**config.mk**
```make
export PLATFORM = sky130hd
export DESIGN_NAME = rx_ring_fifo_flat
export DESIGN_NICKNAME = d
export VERILOG_FILES = /design/src/rtl/rx_ring_fifo_if.sv /design/src/rtl/rx_ring_fifo.sv /design/src/flat_wrapper.sv
export SDC_FILE = /design/constraint.sdc
export NUM_CORES = 2
export LEC_CHECK = 0
export CORE_MARGIN = 2
export CORE_UTILIZATION = 50
export DETAILED_ROUTE_END_ITERATION = 16
export DONT_BUFFER_PORTS = 1
export GPL_TIMING_DRIVEN = 0
export SYNTH_ARGS = -nofsm -noshare
export SYNTH_HDL_FRONTEND = slang
export SYNTH_SLANG_ARGS = --single-unit
```
**constraint.sdc**
```tcl
create_clock -name clk -period 7.61 [get_ports clk]
set_input_delay 0.3805 -clock clk [delete_from_list [all_inputs] [get_ports clk]]
set_output_delay 0.3805 -clock clk [all_outputs]
set_load 0.01 [all_outputs]
```
**src/rtl/rx_ring_fifo_if.sv**
```systemverilog
// Write/read bus of the frame-committing RX ring FIFO.
// The master drives write words and read requests; the slave is the FIFO.
interface rx_ring_fifo_if #(
  parameter int unsigned DATA_WIDTH = 48,
  parameter int unsigned ADDR_WIDTH = 5,
  parameter int unsigned BYTE_SIZE  = 8
);
  localparam int unsigned BeWidth = DATA_WIDTH / BYTE_SIZE;

  logic                  wr_en;
  logic [DATA_WIDTH-1:0] wr_data;
  logic [BeWidth-1:0]    wr_byte_en;
  logic                  wr_last;
  logic                  wr_drop;
  logic                  wr_full;
  logic                  ovf_drop;
  logic                  rd_en;
  logic [DATA_WIDTH-1:0] rd_data;
  logic                  rd_last;
  logic                  rd_valid;
  logic                  empty;
  logic [ADDR_WIDTH:0]   level;

  modport master (
    output wr_en, wr_data, wr_byte_en, wr_last, wr_drop, rd_en,
    input  wr_full, ovf_drop, rd_data, rd_last, rd_valid, empty, level
  );

  modport slave (
    input  wr_en, wr_data, wr_byte_en, wr_last, wr_drop, rd_en,
    output wr_full, ovf_drop, rd_data, rd_last, rd_valid, empty, level
  );
endinterface

```
**src/rtl/rx_ring_fifo.sv**
```systemverilog
// Ring FIFO that stores frames speculatively and exposes them to the reader only on commit
// (wr_last); uncommitted frames are dropped on wr_drop or on overflow.
module rx_ring_fifo #(
  parameter int unsigned DATA_WIDTH = 48,
  parameter int unsigned ADDR_WIDTH = 5,
  parameter int unsigned BYTE_SIZE  = 8
) (
  input logic           clk,
  input logic           rst,
  rx_ring_fifo_if.slave io_bus
);
  localparam int unsigned BeWidth  = DATA_WIDTH / BYTE_SIZE;
  localparam int unsigned Depth    = 2 ** ADDR_WIDTH;
  localparam int unsigned PtrWidth = ADDR_WIDTH + 1;

  typedef enum logic [1:0] {StIdle, StFrame, StDiscard} wr_state_e;

  logic [DATA_WIDTH-1:0] r_mem      [Depth];
  logic                  r_last_mem [Depth];

  wr_state_e             r_state, w_state_d;
  logic [PtrWidth-1:0]   r_wr_ptr, w_wr_ptr_d;
  logic [PtrWidth-1:0]   r_cmt_ptr, w_cmt_ptr_d;
  logic [PtrWidth-1:0]   r_rd_ptr;
  logic [PtrWidth-1:0]   w_used;
  logic                  w_full, w_empty, w_we, w_re, w_ovf_d;
  logic                  r_ovf_drop, r_rd_valid, r_rd_last;
  logic [DATA_WIDTH-1:0] r_rd_data;

  // Full counts pending words too, so a frame can never overrun unread data.
  assign w_used  = r_wr_ptr - r_rd_ptr;
  assign w_full  = (w_used == PtrWidth'(Depth));
  assign w_empty = (r_cmt_ptr == r_rd_ptr);
  assign w_re    = io_bus.rd_en & ~w_empty;

  always_comb begin
    w_state_d   = r_state;
    w_wr_ptr_d  = r_wr_ptr;
    w_cmt_ptr_d = r_cmt_ptr;
    w_we        = 1'b0;
    w_ovf_d     = 1'b0;
    if (io_bus.wr_drop) begin
      w_wr_ptr_d = r_cmt_ptr;
      w_state_d  = StIdle;
    end else begin
      unique case (r_state)
        StIdle, StFrame: begin
          if (io_bus.wr_en && !w_full) begin
            w_we       = 1'b1;
            w_wr_ptr_d = r_wr_ptr + PtrWidth'(1);
            if (io_bus.wr_last) begin
              w_cmt_ptr_d = r_wr_ptr + PtrWidth'(1);
              w_state_d   = StIdle;
            end else begin
              w_state_d = StFrame;
            end
          end else if (io_bus.wr_en) begin
            if (io_bus.wr_last) begin
              w_wr_ptr_d = r_cmt_ptr;
              w_ovf_d    = 1'b1;
              w_state_d  = StIdle;
            end else begin
              w_state_d = StDiscard;
            end
          end
        end
        StDiscard: begin
          if (io_bus.wr_en && io_bus.wr_last) begin
            w_wr_ptr_d = r_cmt_ptr;
            w_ovf_d    = 1'b1;
            w_state_d  = StIdle;
          end
        end
        default: w_state_d = StIdle;
      endcase
    end
  end

  always_ff @(posedge clk) begin
    if (rst) begin
      r_state    <= StIdle;
      r_wr_ptr   <= '0;
      r_cmt_ptr  <= '0;
      r_rd_ptr   <= '0;
      r_ovf_drop <= 1'b0;
      r_rd_valid <= 1'b0;
      r_rd_data  <= '0;
      r_rd_last  <= 1'b0;
    end else begin
      r_state    <= w_state_d;
      r_wr_ptr   <= w_wr_ptr_d;
      r_cmt_ptr  <= w_cmt_ptr_d;
      r_ovf_drop <= w_ovf_d;
      r_rd_valid <= w_re;
      if (w_re) begin
        r_rd_ptr  <= r_rd_ptr + PtrWidth'(1);
        r_rd_data <= r_mem[r_rd_ptr[ADDR_WIDTH-1:0]];
        r_rd_last <= r_last_mem[r_rd_ptr[ADDR_WIDTH-1:0]];
      end
    end
  end

  // Storage is deliberately not reset; disabled byte lanes keep their old contents.
  always_ff @(posedge clk) begin
    if (w_we && !rst) begin
      for (int unsigned i = 0; i < BeWidth; i++) begin
        if (io_bus.wr_byte_en[i]) begin
          r_mem[r_wr_ptr[ADDR_WIDTH-1:0]][i*BYTE_SIZE +: BYTE_SIZE] <=
            io_bus.wr_data[i*BYTE_SIZE +: BYTE_SIZE];
        end
      end
      r_last_mem[r_wr_ptr[ADDR_WIDTH-1:0]] <= io_bus.wr_last;
    end
  end

  assign io_bus.wr_full  = w_full;
  assign io_bus.ovf_drop = r_ovf_drop;
  assign io_bus.rd_data  = r_rd_data;
  assign io_bus.rd_last  = r_rd_last;
  assign io_bus.rd_valid = r_rd_valid;
  assign io_bus.empty    = w_empty;
  assign io_bus.level    = r_cmt_ptr - r_rd_ptr;
endmodule

```
**src/flat_wrapper.sv**
```systemverilog
// flat-port wrapper written by rule: the top's interface ports become plain ports
module rx_ring_fifo_flat 
#(
  parameter int unsigned DATA_WIDTH = 48,
  parameter int unsigned ADDR_WIDTH = 5,
  parameter int unsigned BYTE_SIZE  = 8
)
  (clk, rst, io_bus_wr_en, io_bus_wr_data, io_bus_wr_byte_en, io_bus_wr_last, io_bus_wr_drop, io_bus_rd_en, io_bus_wr_full, io_bus_ovf_drop, io_bus_rd_data, io_bus_rd_last, io_bus_rd_valid, io_bus_empty, io_bus_level);
  rx_ring_fifo_if #(.DATA_WIDTH(DATA_WIDTH), .ADDR_WIDTH(ADDR_WIDTH), .BYTE_SIZE(BYTE_SIZE)) io_bus_i ();
  input logic clk;
  input logic rst;
  input wire logic [$bits(io_bus_i.wr_en)-1:0] io_bus_wr_en;
  input wire logic [$bits(io_bus_i.wr_data)-1:0] io_bus_wr_data;
  input wire logic [$bits(io_bus_i.wr_byte_en)-1:0] io_bus_wr_byte_en;
  input wire logic [$bits(io_bus_i.wr_last)-1:0] io_bus_wr_last;
  input wire logic [$bits(io_bus_i.wr_drop)-1:0] io_bus_wr_drop;
  input wire logic [$bits(io_bus_i.rd_en)-1:0] io_bus_rd_en;
  output wire logic [$bits(io_bus_i.wr_full)-1:0] io_bus_wr_full;
  output wire logic [$bits(io_bus_i.ovf_drop)-1:0] io_bus_ovf_drop;
  output wire logic [$bits(io_bus_i.rd_data)-1:0] io_bus_rd_data;
  output wire logic [$bits(io_bus_i.rd_last)-1:0] io_bus_rd_last;
  output wire logic [$bits(io_bus_i.rd_valid)-1:0] io_bus_rd_valid;
  output wire logic [$bits(io_bus_i.empty)-1:0] io_bus_empty;
  output wire logic [$bits(io_bus_i.level)-1:0] io_bus_level;
  assign io_bus_i.wr_en = io_bus_wr_en;
  assign io_bus_i.wr_data = io_bus_wr_data;
  assign io_bus_i.wr_byte_en = io_bus_wr_byte_en;
  assign io_bus_i.wr_last = io_bus_wr_last;
  assign io_bus_i.wr_drop = io_bus_wr_drop;
  assign io_bus_i.rd_en = io_bus_rd_en;
  assign io_bus_wr_full = io_bus_i.wr_full;
  assign io_bus_ovf_drop = io_bus_i.ovf_drop;
  assign io_bus_rd_data = io_bus_i.rd_data;
  assign io_bus_rd_last = io_bus_i.rd_last;
  assign io_bus_rd_valid = io_bus_i.rd_valid;
  assign io_bus_empty = io_bus_i.empty;
  assign io_bus_level = io_bus_i.level;
  rx_ring_fifo #(.DATA_WIDTH(DATA_WIDTH), .ADDR_WIDTH(ADDR_WIDTH), .BYTE_SIZE(BYTE_SIZE)) u_core (.clk(clk), .rst(rst), .io_bus(io_bus_i));
endmodule
```
# --- Word-level counts from Yosys, hierarchy flattened ---
# Memory sizes are Yosys's and may differ from the RTL's. A register that Yosys moved wholly into a read port is not among the register bits.
# Cells that the tools add are included.
word_totals:
  register_bits: 22
  mem_count: 2
  wordCells: 76
  ram_bits: 1568
mem_list:
  columns: ["memory", "depth", "width", "read_ports", "rd_clocked_by_memory_dff", "write_ports", "line_no", "text"]
  rows:
  - ["u_core.r_mem", 32, 48, 1, 1, 1, "rx_ring_fifo.sv:18", "logic [DATA_WIDTH-1:0] r_mem [Depth];"]
  - ["u_core.r_last_mem", 32, 1, 1, 1, 1, "rx_ring_fifo.sv:19", "logic r_last_mem [Depth];"]
op_classes:
  n_addsub: 4
  muxes: 40
  eq_ne: 9
  reduce_logical: 12
  bitwise_logic: 3
ops:
  columns: ["cell", "n"]
  rows:
  - ["6-bit two-way mux", 5]
  - ["1-bit two-way mux", 28]
  - ["6-bit by 1-bit adder with 6-bit output (second input constant)", 2]
  - ["6-bit case mux with 2 select lines", 1]
  - ["6-bit subtractor", 2]
  - ["2-bit two-way mux", 4]
  - ["4-bit by 3-bit inequality test with 1-bit output (second input constant)", 2]
  - ["4-bit AND reduction", 2]
  - ["6-bit equality test", 1]
  - ["6-bit equality test (second input constant)", 1]
  - ["3-bit by 2-bit inequality test with 1-bit output (second input constant)", 2]
  - ["2-bit case mux with 2 select lines", 1]
  - ["2-bit OR reduction", 2]
  - ["1-bit logical AND", 3]
  - ["3-bit nonzero test", 1]
  - ["2-bit by 1-bit equality test with 1-bit output (second input constant)", 1]
  - ["2-bit equality test (second input constant)", 1]
  - ["1-bit logical NOT", 2]
  - ["2-bit logical NOT", 1]
  - ["2-bit by 1-bit inequality test with 1-bit output (second input constant)", 1]
  - ["1-bit NOT", 2]
  - ["1-bit case mux with 2 select lines", 1]
  - ["2-bit AND reduction", 1]
  - ["1-bit AND", 1]

# --- Logic depth before layout (Yosys ltp) ---
depth:
  depth_word: 10
  depth_mapped: 14

# --- Least setup slack after synthesis ---
# No wires, ideal clock.
synth_timing:
  kind: "reg-to-reg"
  startpoint: "register u_core.r_rd_ptr[1]"
  endpoint: "memory u_core.r_mem[10][0] (enable)"
  slack_ns: 4.076
  n_path_buf: 6
  t_arrival_ns: 3.163
  stages_incl_launch_ff: 15
  setup_ns: 0.370
  path_cell_list: "dfxtp_1 -> buf_2 -> clkbuf_1 -> buf_1 -> inv_1 -> ha_1 -> nand2b_1 -> a21oi_1 -> a31o_2 -> o211ai_4 -> buf_6 -> nand4_2 -> buf_6 -> buf_6 -> nor2_1"
synth_via:
  elab_chain_cells: 10
synth_rtl:
  columns: ["item", "line_no", "text"]
  rows:
  - ["from (decl)", "rx_ring_fifo.sv:24", "logic [PtrWidth-1:0] r_rd_ptr;"]
  - ["from (signal assigned)", "rx_ring_fifo.sv:96", "r_rd_ptr <= r_rd_ptr + PtrWidth'(1);"]
  - ["6-bit subtractor", "rx_ring_fifo.sv:31", "assign w_used = r_wr_ptr - r_rd_ptr;"]
  - ["6-bit equality test", "rx_ring_fifo.sv:32", "assign w_full = (w_used == PtrWidth'(Depth));"]
  - ["1-bit logical NOT", "rx_ring_fifo.sv:48", "if (io_bus.wr_en && !w_full) begin"]
  - ["1-bit logical AND", "rx_ring_fifo.sv:48", null]
  - ["1-bit two-way mux", "rx_ring_fifo.sv:48", null]
  - ["1-bit two-way mux", "rx_ring_fifo.sv:46", "unique case (r_state)"]
  - ["1-bit two-way mux", "rx_ring_fifo.sv:42", "if (io_bus.wr_drop) begin"]
  - ["1-bit logical AND", "rx_ring_fifo.sv:105", "if (w_we && !rst) begin"]
  - ["1-bit two-way mux", "rx_ring_fifo.sv:105", null]
  - ["1-bit two-way mux (not written as such)", "rx_ring_fifo.sv:108", "r_mem[r_wr_ptr[ADDR_WIDTH-1:0]][i*BYTE_SIZE +: BYTE_SIZE] <="]
  - ["to (decl)", "rx_ring_fifo.sv:18", null]
# No other way between the ends.

# --- Worst setup path in the final report ---
layout_timing:
  startpoint: "register u_core.r_rd_ptr[1]"
  endpoint: "memory u_core.r_mem[12][37] (enable)"
# Same word-level chain as after synthesis.

==> metrics.cfg <==
[clock_tree]
path_clk_slew_ns = 0.06
cts-resized-gates = 0
cts.sinks = 1639
clock-root-buffer = clkbuf_16
holdBufCountCts = 93
cts_tree = built
numCtsBuffers = 167
cts_htree_levels = 4
clkLatencyLatePin_ns = 0.82
post_cts_buffers = 0
clockBufferDepth = 3

[yosys]
synth_cell_type_count = 52
synth_flop_cell = edfxtp_1
synth_edf_count = 1568
synthArstFlopShare_pct = 0
postSynthCellCount = 3129
ys_seq_elements = 1639
syn_area_sq_um = 63560
syn_area_per_cell_sq_um = 20.31
ys_seq_area_share_pct = 76.31
synth_nets = 3205
ys.warnings.count = 0

[setup_path]
crit_path_start = u_core.r_rd_ptr[1]
reg2reg_depth = 13
end_kind = flip-flop
setup.worst_path.class = reg2reg
critPathMaxFanout = 10
arrival_ns = 7.13
r2r_start = u_core.r_rd_ptr[1]
cp.required_ns = 8.04
cp-start-kind = flip-flop

[floorplan]
chipHeight_um = 360.5
io_pins = 119
die_width_um = 360.5
design.die.area_sq_um = 130000
start_util_pct = 50.49
coreArea_sq_um = 125900
num_rows = 130

[sta]
maxSlewViolCount = 33
setup_ws_ns = 0.9103
skew_ns = 0.03826
tightestPinTransition_ns = 1.579
grt_setup_unrepaired = no
hold_viol_final = 0
timing.slew.headroom_pct = -5.243
max_clock_freq_mhz = 149.3
post-route-period-util_pct = 88.04
setup_violations = 0
tns_ns = 0
period_minus_slack_ns = 6.700

[placed_design]
place_ws_ns = 1.012
port_buffers = 0
hpwl_um = 113400
placed_cell_area_sq_um = 65740
finalWeightedCongestion = 0.8522

[layout]
layout.nets = 3474
design_area_sq_um = 72570
area_delta_synth_final_pct = 14.17
drive_above_1_share_pct = 21.98

[global_route]
grt_max_degree = 38
gr-usage-all-layers_pct = 27.38
grt_pass1_wl_um = 248400
antenna_found_initial = 11
grt-ovfl-total = 0
grt_pass1_vias = 33808

[detailed_routing]
antenna_left = 0
dr.first_iter.drc_count = 4457
routed_wirelength_um = 176500
dr_total_vias = 33084
dr.pass1.iters = 5
routedWlPerCell_um = 34.03
viasPerCell = 6.378
drc = 0

[worst_hold_path]
whs_path_depth = 4
hp-start = io_bus_rd_en
hold_path.class = in2reg

[flow_run]
drv_cap = 3

[power_and_ir_drop]
p_per_area_nw_per_um2 = 306.4
p_leak_nw = 22.78
ir_worst_vdd_v = 0.0002851

[status]
violations = capacitance limit, slew limit
outcome = finished with violations

[cell usage after synthesis (all sizes together) (14+ instances only)]
cell	n	area share [%]
ha	15	0.30
inv	16	0.094
a32oi	98	1.4
edfxtp	1568	74
xnor2	14	0.19
nand2	254	1.5
mux2i	99	1.6
clkbuf	81	0.48
a32o	49	0.77
mux4	392	14
a21oi	16	0.13
nor2	243	1.4
dfxtp	71	2.2
buf	113	0.87
[placed cells by master (no fill, tap or decap), types with 3 or more instances in the layout]
cell type / count
a211oi_1: 4
a21o_1: 3
a21oi_1: 16
a31oi_1: 3
a32o_1: 49
a32oi_1: 98
and3_1: 8
buf_1: 37
buf_12: 40
buf_2: 70
buf_6: 7
buf_8: 5
bufinv_16: 19
clkbuf_1: 113
clkbuf_16: 168
clkbuf_8: 11
clkinv_1: 30
clkinv_2: 25
clkinv_8: 3
clkinvlp_4: 5
dfxtp_1: 71
dlygate4sd3_1: 53
edfxtp_1: 1568
ha_1: 15
inv_1: 14
inv_6: 10
mux2i_1: 99
mux4_2: 392
nand2_1: 254
nand2b_1: 4
nand3_1: 13
nand4_1: 7
nor2_1: 241
nor2b_1: 4
nor3_1: 9
nor3_2: 4
o21ai_0: 6
o32ai_1: 3
xnor2_1: 14
[power by group]
group,leakage (nW),internal (W),switching [W]
Sequential,14.7,0.00998,0.000144
Combinational,5.43,0.00166,0.00221
Clock,2.68,0.00481,0.00343
[final timing paths]
kind / to / slack (ns)
setup reg to reg: u_core.r_mem[12][37] / 0.91
setup / recovery: u_core.r_mem[12][37] / 0.91
hold / removal: u_core.r_rd_ptr[0] / 0.08
hold reg to reg: u_core.r_cmt_ptr[0] / 0.51
[cell families after synthesis]
| family | Yosys count | share of synthesized area [%] |
|---|---|---|
| and+or+nand+nor | 559 | 3.522 |
| adders and majority gates | 16 | 0.3268 |
| AOI/OAI and AO/OA | 196 | 2.691 |
| muxes | 491 | 15.45 |
| DFF | 1639 | 76.31 |
| buffers and inverters | 211 | 1.453 |
| xor gates and xnor gates | 17 | 0.2461 |
[final cells by class]
| class | instances | area [sq um] |
|---|---|---|
| multi-input combinational | 1279 | 14160 |
| inverter | 17 | 63.81 |
| antenna | 2 | 5.005 |
| buffer | 194 | 863.3 |
| fill | 9302 | 53330 |
| timing repair buffer | 100 | 1425 |
| clock inverter | 93 | 998.5 |
| tap | 1650 | 2064 |
| sequential | 1639 | 48510 |
| clock buffer | 213 | 4483 |
[stage by stage]
step / utilization, % / power, W / instances / hold slack (ns)
after detailed placement: 52.22 / 0.01401 / 4785 / 0.4807
after global routing: 57.64 / 0.02288 / 5186 / 0.05487
after CTS: 57.63 / 0.02236 / 5184 / 0.005007
after floorplan: - / 0.01277 / 3129 / 0.4675
final: 57.64 / 0.02224 / 5187 / 0.07857
after global placement: 52.13 / 0.01394 / 4779 / 0.4805
[state kept, by name, summed over array words and instances (netlist names)]
name                    cells
u_core.io_bus.rd_last       1
u_core.r_wr_ptr             6
u_core.r_state              2
u_core.r_rd_ptr             6
u_core.r_last_mem          32
u_core.io_bus.rd_valid      1
u_core.r_cmt_ptr            6
u_core.io_bus.rd_data      48
u_core.io_bus.ovf_drop      1
u_core.r_mem             1536
[worst max-delay path, stage by stage, from the launching register on]
cell and delay, ns:
dfxtp_1 0.46, buf_2 0.43, clkbuf_1 1.16, buf_1 0.89
inv_1 0.31, ha_1 0.40, nand2b_1 0.08, a21oi_1 0.18
mux2i_1 0.56, o211ai_4 0.18, nand4_1 0.15, buf_2 0.26
buf_2 0.77, nor2_1 0.46
[layer usage]
layer  up-vias  global-route usage, %  routed length (um)
met5         -                      0                  27
li1      13452                      -                   -
met4         4                  12.49                8288
met3       359                  6.591               16460
met2      1703                  43.75               85470
met1     17566                  35.88               66260
Power figures use the tool's default switching activity.
